===== src/rtl/riscv_irq_exc_ctrl.sv =====
// Interrupt/exception controller: prioritises exceptions and interrupts and holds the cause until the core acks.
// Optional macro RISCV_IRQ_EDGE_EN enables rising-edge sticky pending bits for lines selected by EDGE_MASK.
module riscv_irq_exc_ctrl #(
  parameter int          N_IRQ      = 32,
  parameter logic [31:0] EDGE_MASK  = 32'h0,
  parameter int          DBG_SETS_W = 6
) (
  input  logic                  clk,
  input  logic                  rst_n,
  output logic                  req_o,
  input  logic                  ack_i,
  output logic                  trap_o,
  output logic [1:0]            pc_mux_o,
  output logic [4:0]            vec_pc_mux_o,
  input  logic [N_IRQ-1:0]      irq_i,
  input  logic [N_IRQ-1:0]      irq_mask_i,
  input  logic                  irq_enable_i,
  input  logic                  ebrk_insn_i,
  input  logic                  illegal_insn_i,
  input  logic                  ecall_insn_i,
  input  logic                  lsu_load_err_i,
  input  logic                  lsu_store_err_i,
  output logic [5:0]            cause_o,
  output logic                  save_cause_o,
  output logic                  irq_ack_o,
  output logic [4:0]            irq_id_o,
  input  logic [DBG_SETS_W-1:0] dbg_settings_i,
  output logic                  dbg_state
);

  // Handshake: req_o stays high from the first cycle a request is seen until a cycle with ack_i high;
  // that cycle is the transfer (save_cause_o pulses) and the cause shown in it is the one accepted.

  localparam int DBG_SSTE  = 0;
  localparam int DBG_ECALL = 1;
  localparam int DBG_ELSU  = 2;
  localparam int DBG_EBRK  = 3;
  localparam int DBG_EILL  = 4;
  localparam int DBG_IRQ   = 5;

  localparam logic [1:0] EXC_PC_ILLINSN = 2'b00;
  localparam logic [1:0] EXC_PC_ECALL   = 2'b01;
  localparam logic [1:0] EXC_PC_LOAD    = 2'b10;
  localparam logic [1:0] EXC_PC_STORE   = 2'b10;
  localparam logic [1:0] EXC_PC_IRQ     = 2'b11;

  typedef enum logic {IDLE, WAIT_ACK} state_t;

  state_t             state_q, state_d;
  logic [N_IRQ-1:0]   pending, active;
  logic               irq_req, req_int, bypass;
  logic [4:0]         irq_id;
  logic [5:0]         cause_int, cause_q;
  logic [1:0]         pc_int, pc_q;

`ifdef RISCV_IRQ_EDGE_EN
  localparam logic [N_IRQ-1:0] EDGE = EDGE_MASK[N_IRQ-1:0];
  logic [N_IRQ-1:0] irq_q, edge_pend_q, clr;

  always_comb begin
    clr = '0;
    for (int i = 0; i < N_IRQ; i++) clr[i] = irq_ack_o && (irq_id_o == 5'(i));
  end

  // A fresh rising edge is OR-ed in after the clear, so it survives a same-cycle acceptance.
  always_ff @(posedge clk or negedge rst_n) begin
    if (!rst_n) begin
      irq_q       <= '0;
      edge_pend_q <= '0;
    end else begin
      irq_q       <= irq_i;
      edge_pend_q <= ((edge_pend_q & ~clr) | (irq_i & ~irq_q)) & EDGE;
    end
  end

  assign pending = (irq_i & ~EDGE) | edge_pend_q;
`else
  logic unused_edge_mask;
  assign unused_edge_mask = ^EDGE_MASK;
  assign pending          = irq_i;
`endif

  assign active  = irq_enable_i ? (pending & irq_mask_i) : '0;
  assign irq_req = |active;

  always_comb begin
    irq_id = '0;
    for (int i = N_IRQ - 1; i >= 0; i--) begin
      if (active[i]) irq_id = 5'(i);
    end
  end

  always_comb begin
    cause_int = {1'b1, irq_id};
    pc_int    = EXC_PC_IRQ;
    if (lsu_store_err_i) begin
      cause_int = 6'h07;
      pc_int    = EXC_PC_STORE;
    end else if (lsu_load_err_i) begin
      cause_int = 6'h05;
      pc_int    = EXC_PC_LOAD;
    end else if (illegal_insn_i) begin
      cause_int = 6'h02;
      pc_int    = EXC_PC_ILLINSN;
    end else if (ecall_insn_i) begin
      cause_int = 6'h0B;
      pc_int    = EXC_PC_ECALL;
    end
  end

  assign req_int = lsu_store_err_i | lsu_load_err_i | illegal_insn_i | ecall_insn_i | irq_req;

  always_comb begin
    state_d      = state_q;
    req_o        = 1'b0;
    save_cause_o = 1'b0;
    case (state_q)
      IDLE: begin
        req_o = req_int;
        if (req_int) begin
          if (ack_i) save_cause_o = 1'b1;
          else       state_d      = WAIT_ACK;
        end
      end
      WAIT_ACK: begin
        req_o = 1'b1;
        if (ack_i) begin
          save_cause_o = 1'b1;
          state_d      = IDLE;
        end
      end
      default: state_d = IDLE;
    endcase
  end

  always_ff @(posedge clk or negedge rst_n) begin
    if (!rst_n) begin
      state_q <= IDLE;
      cause_q <= '0;
      pc_q    <= '0;
    end else begin
      state_q <= state_d;
      if (state_q == IDLE && req_int) begin
        cause_q <= cause_int;
        pc_q    <= pc_int;
      end
    end
  end

  // The cycle that raises a request shows live values; afterwards the latched ones are frozen.
  assign bypass       = (state_q == IDLE) && req_int;
  assign cause_o      = ebrk_insn_i ? 6'h03 : (bypass ? cause_int : cause_q);
  assign pc_mux_o     = bypass ? pc_int : pc_q;
  assign vec_pc_mux_o = cause_o[4:0];
  assign irq_ack_o    = save_cause_o & cause_o[5];
  assign irq_id_o     = cause_o[4:0];
  assign dbg_state    = state_q;

  assign trap_o = dbg_settings_i[DBG_SSTE]
                | (ecall_insn_i & dbg_settings_i[DBG_ECALL])
                | ((lsu_load_err_i | lsu_store_err_i) & dbg_settings_i[DBG_ELSU])
                | (ebrk_insn_i & dbg_settings_i[DBG_EBRK])
                | (illegal_insn_i & dbg_settings_i[DBG_EILL])
                | (irq_req & dbg_settings_i[DBG_IRQ]);

endmodule

===== config.mk =====
export PLATFORM = sky130hd
export DESIGN_NAME = riscv_irq_exc_ctrl
export DESIGN_NICKNAME = d
export VERILOG_FILES = /design/src/rtl/riscv_irq_exc_ctrl.sv
export SDC_FILE = /design/constraint.sdc
export NUM_CORES = 1
export LEC_CHECK = 0
export BUFFER_PORTS_ARGS = -buffer_cell sky130_fd_sc_hd__buf_2
export CORE_MARGIN = 2
export CORE_UTILIZATION = 44
export CTS_CLUSTER_DIAMETER = 60
export DETAILED_ROUTE_END_ITERATION = 10
export GPL_ROUTABILITY_DRIVEN = 0
export GPL_TIMING_DRIVEN = 1
export PLACE_DENSITY = 0.93
export SKIP_LAST_GASP = 1
export SYNTH_ARGS = -nofsm -noshare
export SYNTH_HDL_FRONTEND = slang
export SYNTH_SLANG_ARGS = --single-unit

===== constraint.sdc =====
create_clock -name clk -period 2.31 [get_ports clk]
set_clock_uncertainty 0.05 [all_clocks]
set_input_delay 0 -clock clk [delete_from_list [all_inputs] [get_ports clk]]
set_output_delay 0 -clock clk [all_outputs]
set_load 0.005 [all_outputs]

# Word-level counts from Yosys, hierarchy flattened
# Index checks and enable logic that the tools add are counted.
# classes
mux,51
n_bitwise,17
n_reduce_logical,2
# ops
cell,count
2-to-1 mux 5 bit,32
2-to-1 mux 6 bit,6
bitwise AND 32 bit,1
2-to-1 mux 32 bit,1
OR reduction 32 bit,1
2-to-1 mux 2 bit,5
OR 1 bit,9
bitwise AND 1 bit,6
one-hot mux 1 bit (2 select lines),3
2-to-1 mux 1 bit,4
logical AND 1 bit,1
NOT 1 bit,1
# word_totals
reg_bits,9
inputBits,79
output_inout_bits,23

# Depth between registers and ports, before layout
# Gate-level depths: netlist (run 1).
# logic_depth
depth_word,41
depth_mapped,9
depth_no_buf,6

# Worst setup path before layout (run 1)
# Ideal clock, no wire load.
# synth_timing
kind,register -> output
from,"register state_q, in the netlist dbg_state"
to,output port irq_id_o[0]
t_arrival_ps,1595
required_time_ps,2260
slack_ps,665
stages_incl_launch_ff,6
path_cell_list,dfrtp_1 > clkdlybuf4s25_2 > a21o_1 > buf_6 > o41a_1 > buf_4
# synth_between
elab_chain_cells,4
# synth_lines
item,line,source
from (decl),49,"state_t state_q, state_d;"
from (signal assigned),142,state_q <= state_d;
NOT 1 bit,--,
logical AND 1 bit,151,assign bypass = (state_q == IDLE) && req_int;
2-to-1 mux 6 bit,--,
2-to-1 mux 6 bit,152,assign cause_o = ebrk_insn_i ? 6'h03 : (bypass ? cause_int : cause_q);
to (decl),26,"output logic [4:0] irq_id_o,"
# No other way between the ends.

# Final worst setup path (run 1)
# layout_timing
from,input port irq_i[13]
to,output port vec_pc_mux_o[0]
# layout_between
elab_chain_cells,22
word_cells_on_any_way,25
# layout_lines
item,line,source
from (decl),15,"input logic [N_IRQ-1:0] irq_i,"
bitwise AND 32 bit (*),83,assign active = irq_enable_i ? (pending & irq_mask_i) : '0;
2-to-1 mux 32 bit (*),83,
2-to-1 mux 5 bit (14 in a row),89,if (active[i]) irq_id = 5'(i);
2-to-1 mux 6 bit,105,end else if (ecall_insn_i) begin
2-to-1 mux 6 bit,102,end else if (illegal_insn_i) begin
2-to-1 mux 6 bit,99,end else if (lsu_load_err_i) begin
2-to-1 mux 6 bit,96,if (lsu_store_err_i) begin
2-to-1 mux 6 bit (*),--,
2-to-1 mux 6 bit (*),152,
to (decl),14,"output logic [4:0] vec_pc_mux_o,"
# Every way passes the cells marked *; elsewhere a longest branch is shown, timed or not.

==> impl_metrics.json, run 1 <==
{
  "final_common_cell": "buf_2",
  "track_usage": 0.215,
  "portBuffers": 101,
  "use_met2": 0.399,
  "drt_wl_total_um": 3800,
  "whs_ns": 0.0724,
  "pre_cts_slack_ns": 0.539,
  "netlist_area_mm2": 0.00134,
  "cts_resized": 0,
  "r2r_cells": 2,
  "die-area_mm2": 0.00350,
  "die_h_um": 59.2,
  "grtUsageMet1": 0.270,
  "synth_ff_type": "dfrtp_1",
  "grt_pass1_wl_um": 6080,
  "r2r_slack_ns": 1.01,
  "synth_edf_count": 0,
  "diodes": 0,
  "finalSetupViolCount": 0,
  "fillers": 295,
  "rsz0062_at_grt": "false",
  "dpl.hpwl_um": 3220,
  "ir_drop_mv": 0.175,
  "h-tree-depth": 1,
  "ys_async_sr_fraction": 1.00,
  "antenna_found_initial": 0,
  "avgSynthCellArea_um2": 7.84,
  "rr_endpoint": "cause_q[5]",
  "p_leak_nw": 0.883,
  "setup_tns_ns": 0,
  "area_delta_synth_final_pct": 34.7,
  "cts.clk_slew.worst_paths_ns": 0.06,
  "timing.final.max_slew_violations": 0,
  "first_global_vias": 1544,
  "tritoncts": "done",
  "grt_max_degree": 21,
  "dp.cells": 288,
  "worstPathMaxFanout": 11,
  "status": "finished, final reports clean",
  "postRouteAntennaNets": 0,
  "synth_cell_types": 56,
  "critPathKind": "in2out",
  "multi_input_area_um2": 965,
  "final-seq-area_um2": 225,
  "drv_cap": 0,
  "overflow": 0,
  "drc": 0,
  "synth_nets": 250,
  "critPathArrivalTime_ns": 1.76,
  "num_vias": 1716,
  "ioPinCount": 102,
  "final_cell_mix": "buf_2, nand2_1, a22o_1, a22oi_1, dfrtp_1",
  "first_pass_iters": 5,
  "nNetsFinal": 341,
  "start_kind": "primary input",
  "slew-limit-headroom": 0.702,
  "synth_seq_cells": 9,
  "power_uw": 589,
  "required_ns": 2.26,
  "final_area_mm2": 0.00181,
  "clk_latency_ns": 0.26,
  "placed_area_mm2": 0.00176,
  "max_freq_mhz": 554,
  "finalCritPeriodShare": 0.782,
  "instances_no_fill": 294,
  "core_area_mm2": 0.00298,
  "post-route-util": 0.606,
  "clockBufferDepth": 2,
  "drtIter0Drc": 104,
  "row_count": 20,
  "numCtsBuffers": 3,
  "yosys_warnings": 0,
  "wire_per_inst_um": 12.9,
  "rr_startpoint": "dbg_state",
  "syn_inst": 171,
  "seq_area_frac_synth": 0.168,
  "start_util": 0.450,
  "tightest_slew_ns": 0.436,
  "powerDensity_mw_per_mm2": 326,
  "grtUsageMet3": 0.0218,
  "end_kind": "output pin",
  "final_layout_size_suffix_gt1_frac": 0.452,
  "routed_via_density": 5.84,
  "fin_crit_ns": 1.81,
  "die_x_um": 59.2,
  "cts_root_buf": "clkbuf_4",
  "clock-sinks": 9,
  "hold_violations": 0,
  "grt_busiest_layer": "met2",
  "hold_path.class": "in2async",
  "postLayoutSetupSlackWorst_ns": 0.503
}
==> final cells by class <==
cell class                 instances  share of cell area
sequential                         9               0.125
multi-input combinational        140               0.534
clock buffer                       4              0.0146
inverter                           4             0.00832
timing repair buffer             104               0.295
tap                               33              0.0229
==> state kept, by name (all words and copies together) (netlist names) <==
signal,flops
cause_q,6
pc_q,2
dbg_state,1
==> synthesized netlist by cell type, types with 2 or more instances <==
cell | instances | share of area
nor3_4 | 2 | 0.024
nor2b_1 | 2 | 0.0093
nand3_1 | 6 | 0.022
a21oi_1 | 8 | 0.030
dfrtp_1 | 9 | 0.17
a21o_1 | 2 | 0.011
o2111ai_1 | 2 | 0.013
inv_1 | 4 | 0.011
a41oi_1 | 2 | 0.013
buf_6 | 2 | 0.017
o31ai_1 | 5 | 0.028
o211ai_1 | 2 | 0.011
nand4_1 | 2 | 0.0093
a32o_1 | 3 | 0.022
o21ai_1 | 2 | 0.0075
nor2_1 | 8 | 0.022
nor3_1 | 2 | 0.0075
buf_2 | 4 | 0.015
nand2b_1 | 3 | 0.014
a221oi_1 | 2 | 0.013
a22o_1 | 11 | 0.072
o21ai_0 | 7 | 0.026
a22oi_1 | 10 | 0.056
a31oi_1 | 6 | 0.028
and2_1 | 2 | 0.0093
buf_4 | 11 | 0.062
nand2_1 | 22 | 0.062
a211oi_1 | 2 | 0.011
==> how the worst max path moves through the flow <==
stage / depth (start not counted) / to / startpoint / slack (ns)
after detailed placement: 8 / cause_o[1] / irq_i[13] / 0.54
after global placement: 8 / irq_id_o[3] / irq_i[19] / 0.59
after global routing: 8 / vec_pc_mux_o[1] / irq_i[13] / 0.35
after floorplan: 5 / irq_id_o[0] / dbg_state / 0.66
final: 7 / vec_pc_mux_o[0] / irq_i[13] / 0.50
after CTS: 8 / cause_o[1] / irq_i[13] / 0.53
==> cells by family (layout without fill, tap and decap cells) <==
family	count (synthesis)	count (layout)	synth area share
AOI/OAI and AO/OA	77	77	0.447
buffers and inverters	22	112	0.112
DFF	9	9	0.168
muxes	2	2	0.0196
and+or+nand+nor	61	61	0.253
==> metal layers <==
metal / vias to the layer above / wire length (um)
met3: 2 / 251
met1: 784 / 1600
met2: 74 / 1930
li1: 856 / -
met5: - / 0
met4: 0 / 20
==> repair_timing <==
action | in CTS | in global routing
hold buffers | 2 | 0
endpoints found under the hold margin | 10 | 0
buffers inserted | 0 | 0
==> worst max-delay path, stage by stage <==
cell,delay [ns]
buf_2,0.11
a22oi_1,0.36
a41o_1,0.29
and4_4,0.27
a21o_1,0.34
o41a_1,0.26
buf_2,0.13
==> report_power, final <==
part	switching, mW	internal [mW]
combinational	0.148	0.144
clock	0.0553	0.0666
sequential	0.00658	0.169
total	0.210	0.380
No activity file was read; power rests on OpenSTA's default activity.
==> run 2: changes to the inputs <==
--- a/config.mk
+++ b/config.mk
@@ -7,12 +7,12 @@
 export LEC_CHECK = 0
 export BUFFER_PORTS_ARGS = -buffer_cell sky130_fd_sc_hd__buf_2
 export CORE_MARGIN = 2
-export CORE_UTILIZATION = 44
+export CORE_UTILIZATION = 37
 export CTS_CLUSTER_DIAMETER = 60
 export DETAILED_ROUTE_END_ITERATION = 10
 export GPL_ROUTABILITY_DRIVEN = 0
 export GPL_TIMING_DRIVEN = 1
-export PLACE_DENSITY = 0.93
+export PLACE_DENSITY = 0.84
 export SKIP_LAST_GASP = 1
 export SYNTH_ARGS = -nofsm -noshare
 export SYNTH_HDL_FRONTEND = slang
==> constraint.sdc (replaced) <==
create_clock -name clk -period 1.5 [get_ports clk]
set_clock_uncertainty 0.05 [all_clocks]
set_input_delay 0 -clock clk [delete_from_list [all_inputs] [get_ports clk]]
set_output_delay 0 -clock clk [all_outputs]
set_load 0.005 [all_outputs]
==> impl_metrics.json, run 2 (synthesis gave the netlist of run 1 again) <==
{
  "cts.clk_slew.worst_paths_ns": 0.07,
  "num_vias": 2031,
  "overflow": 0,
  "portBuffers": 101,
  "critical_path.cell_chain": "buf_6, a22o_1, o21a_4, nor3_4, buf_4, nand4_1, a21oi_2, nor3_1, buf_2",
  "power_mw": 1.17,
  "final_layout_size_suffix_gt1_frac": 0.660,
  "area_delta_synth_final_pct": 86.7,
  "start_util": 0.392,
  "max_freq_mhz": 587,
  "postLayoutSetupSlackWorst_ns": -0.205,
  "fillers": 259,
  "start_kind": "primary input",
  "critPathArrivalTime_ns": 1.65,
  "diodes": 0,
  "track_usage": 0.247,
  "p_leak_nw": 1.19,
  "worstPathMaxFanout": 3,
  "whs_ns": 0.0545,
  "clk_latency_ns": 0.27,
  "cts_root_buf": "clkbuf_4",
  "row_count": 21,
  "regMostFlops": "cause_q",
  "rsz0062_at_grt": "true",
  "failed_checks": "negative setup slack",
  "drtIter0Drc": 91,
  "routed_via_density": 5.67,
  "ir_drop_mv": 0.309,
  "finalCritPeriodShare": 1.14,
  "die-area_mm2": 0.00412,
  "numCtsBuffers": 3,
  "slew-limit-headroom": 0.695,
  "drv_cap": 0,
  "final_common_cell": "buf_2",
  "clock-sinks": 9,
  "fin_crit_ns": 1.70,
  "status": "finished with violations",
  "core_area_mm2": 0.00342,
  "placed_area_mm2": 0.00205,
  "clockBufferDepth": 2,
  "dpl.hpwl_um": 3850,
  "first_pass_iters": 4,
  "post-route-util": 0.733,
  "die_h_um": 64.2,
  "drt_wl_total_um": 5630,
  "finalSetupViolCount": 21,
  "hold_violations": 0,
  "end_kind": "output pin",
  "postRouteAntennaNets": 0,
  "crit_family": "compound AO/OA/AOI/OAI gates",
  "die_x_um": 64.2,
  "grt_pass1_wl_um": 8400,
  "largest_register_ffs": 6,
  "hold_path.class": "in2async",
  "h-tree-depth": 1,
  "antenna_found_initial": 0,
  "final_area_mm2": 0.00250,
  "setup_tns_ns": -2.87,
  "drc": 0,
  "powerDensity_mw_per_mm2": 466,
  "critical_path_buf_inv_count": 3,
  "required_ns": 1.45,
  "critPathMaxStageDelay_ns": 0.27,
  "final_cell_mix": "buf_2, buf_4, nand2_1, buf_6",
  "wire_per_inst_um": 15.7,
  "crit_slowest_cell": "a22o_1",
  "grt_max_degree": 14,
  "ioPinCount": 102,
  "critPathKind": "in2out",
  "timing.final.max_slew_violations": 0,
  "tightest_slew_ns": 0.453,
  "tritoncts": "done",
  "first_global_vias": 1989,
  "nNetsFinal": 392
}
run 2: cell types whose count changed in the layout (fill, tap and decap cells not counted), moves of 3 or more:
cell and delta:
buf_6 +12, a22oi_2 +10, o31ai_1 -4, o21ai_2 +4
buf_2 -12, a22oi_1 -10, buf_4 +50, a21oi_1 -3
run 2: worst paths after layout:
kind	start	endpoint	slack, ns	cells past startpoint
max	irq_mask_i[19]	cause_o[5]	-0.20	9
min	rst_n	cause_q[4]	0.05	2
max reg2reg	dbg_state	cause_q[5]	0.02	5
min reg2reg	pc_q[0]	pc_q[0]	0.45	2
max in group asynchronous	rst_n	dbg_state	1.15	2
min in group clk	illegal_insn_i	pc_q[0]	0.10	3
run 2: through the flow:
step | setup slack, ns | instances
3_3_place_gp | -0.191 | 335
5_1_grt | -0.231 | 358
3_5_place_dp | -0.182 | 335
6_report | -0.205 | 358
2_1_floorplan | 0.0111 | 171
4_1_cts | -0.109 | 351
run 2: worst reg2reg max path, delay by kind of cell, from the launching register on:
kind / cells / cell delay (ns)
AOI/OAI and AO/OA: 1 / 0.19
DFF: 1 / 0.46
buffers and inverters: 3 / 0.32
muxes: 1 / 0.32
run 2: per-layer routing:
layer,track usage,wire [um],vias to the layer above
met2,0.487,2820,114
li1,-,-,966
met3,0.0317,412,20
met4,0.0293,172,0
met5,0,0,-
met1,0.289,2220,931
run 2: area by class of cell:
class	instances	area [um^2]	share of cell area
multi-input cells	140	1170	0.469
repair buffers	155	1000	0.401
flip-flops and latches	9	226	0.0905
well taps	46	57.6	0.0230
clock buffers	4	26.3	0.0105
inverters	4	15.0	0.00600
run 2: what timing repair did:
| action | in CTS | in global routing |
|---|---|---|
| resized for setup | 36 | 24 |
| pin swaps | 16 | 22 |
| setup endpoints to repair | 17 | 23 |
| hold buffers | 2 | 0 |
| endpoints found under the hold margin | 10 | 0 |
| setup buffers | 11 | 8 |
run 2: report_power, final:
group,switching (mW),internal [mW]
Combinational,0.325,0.374
Sequential,0.0129,0.261
Clock,0.0903,0.103
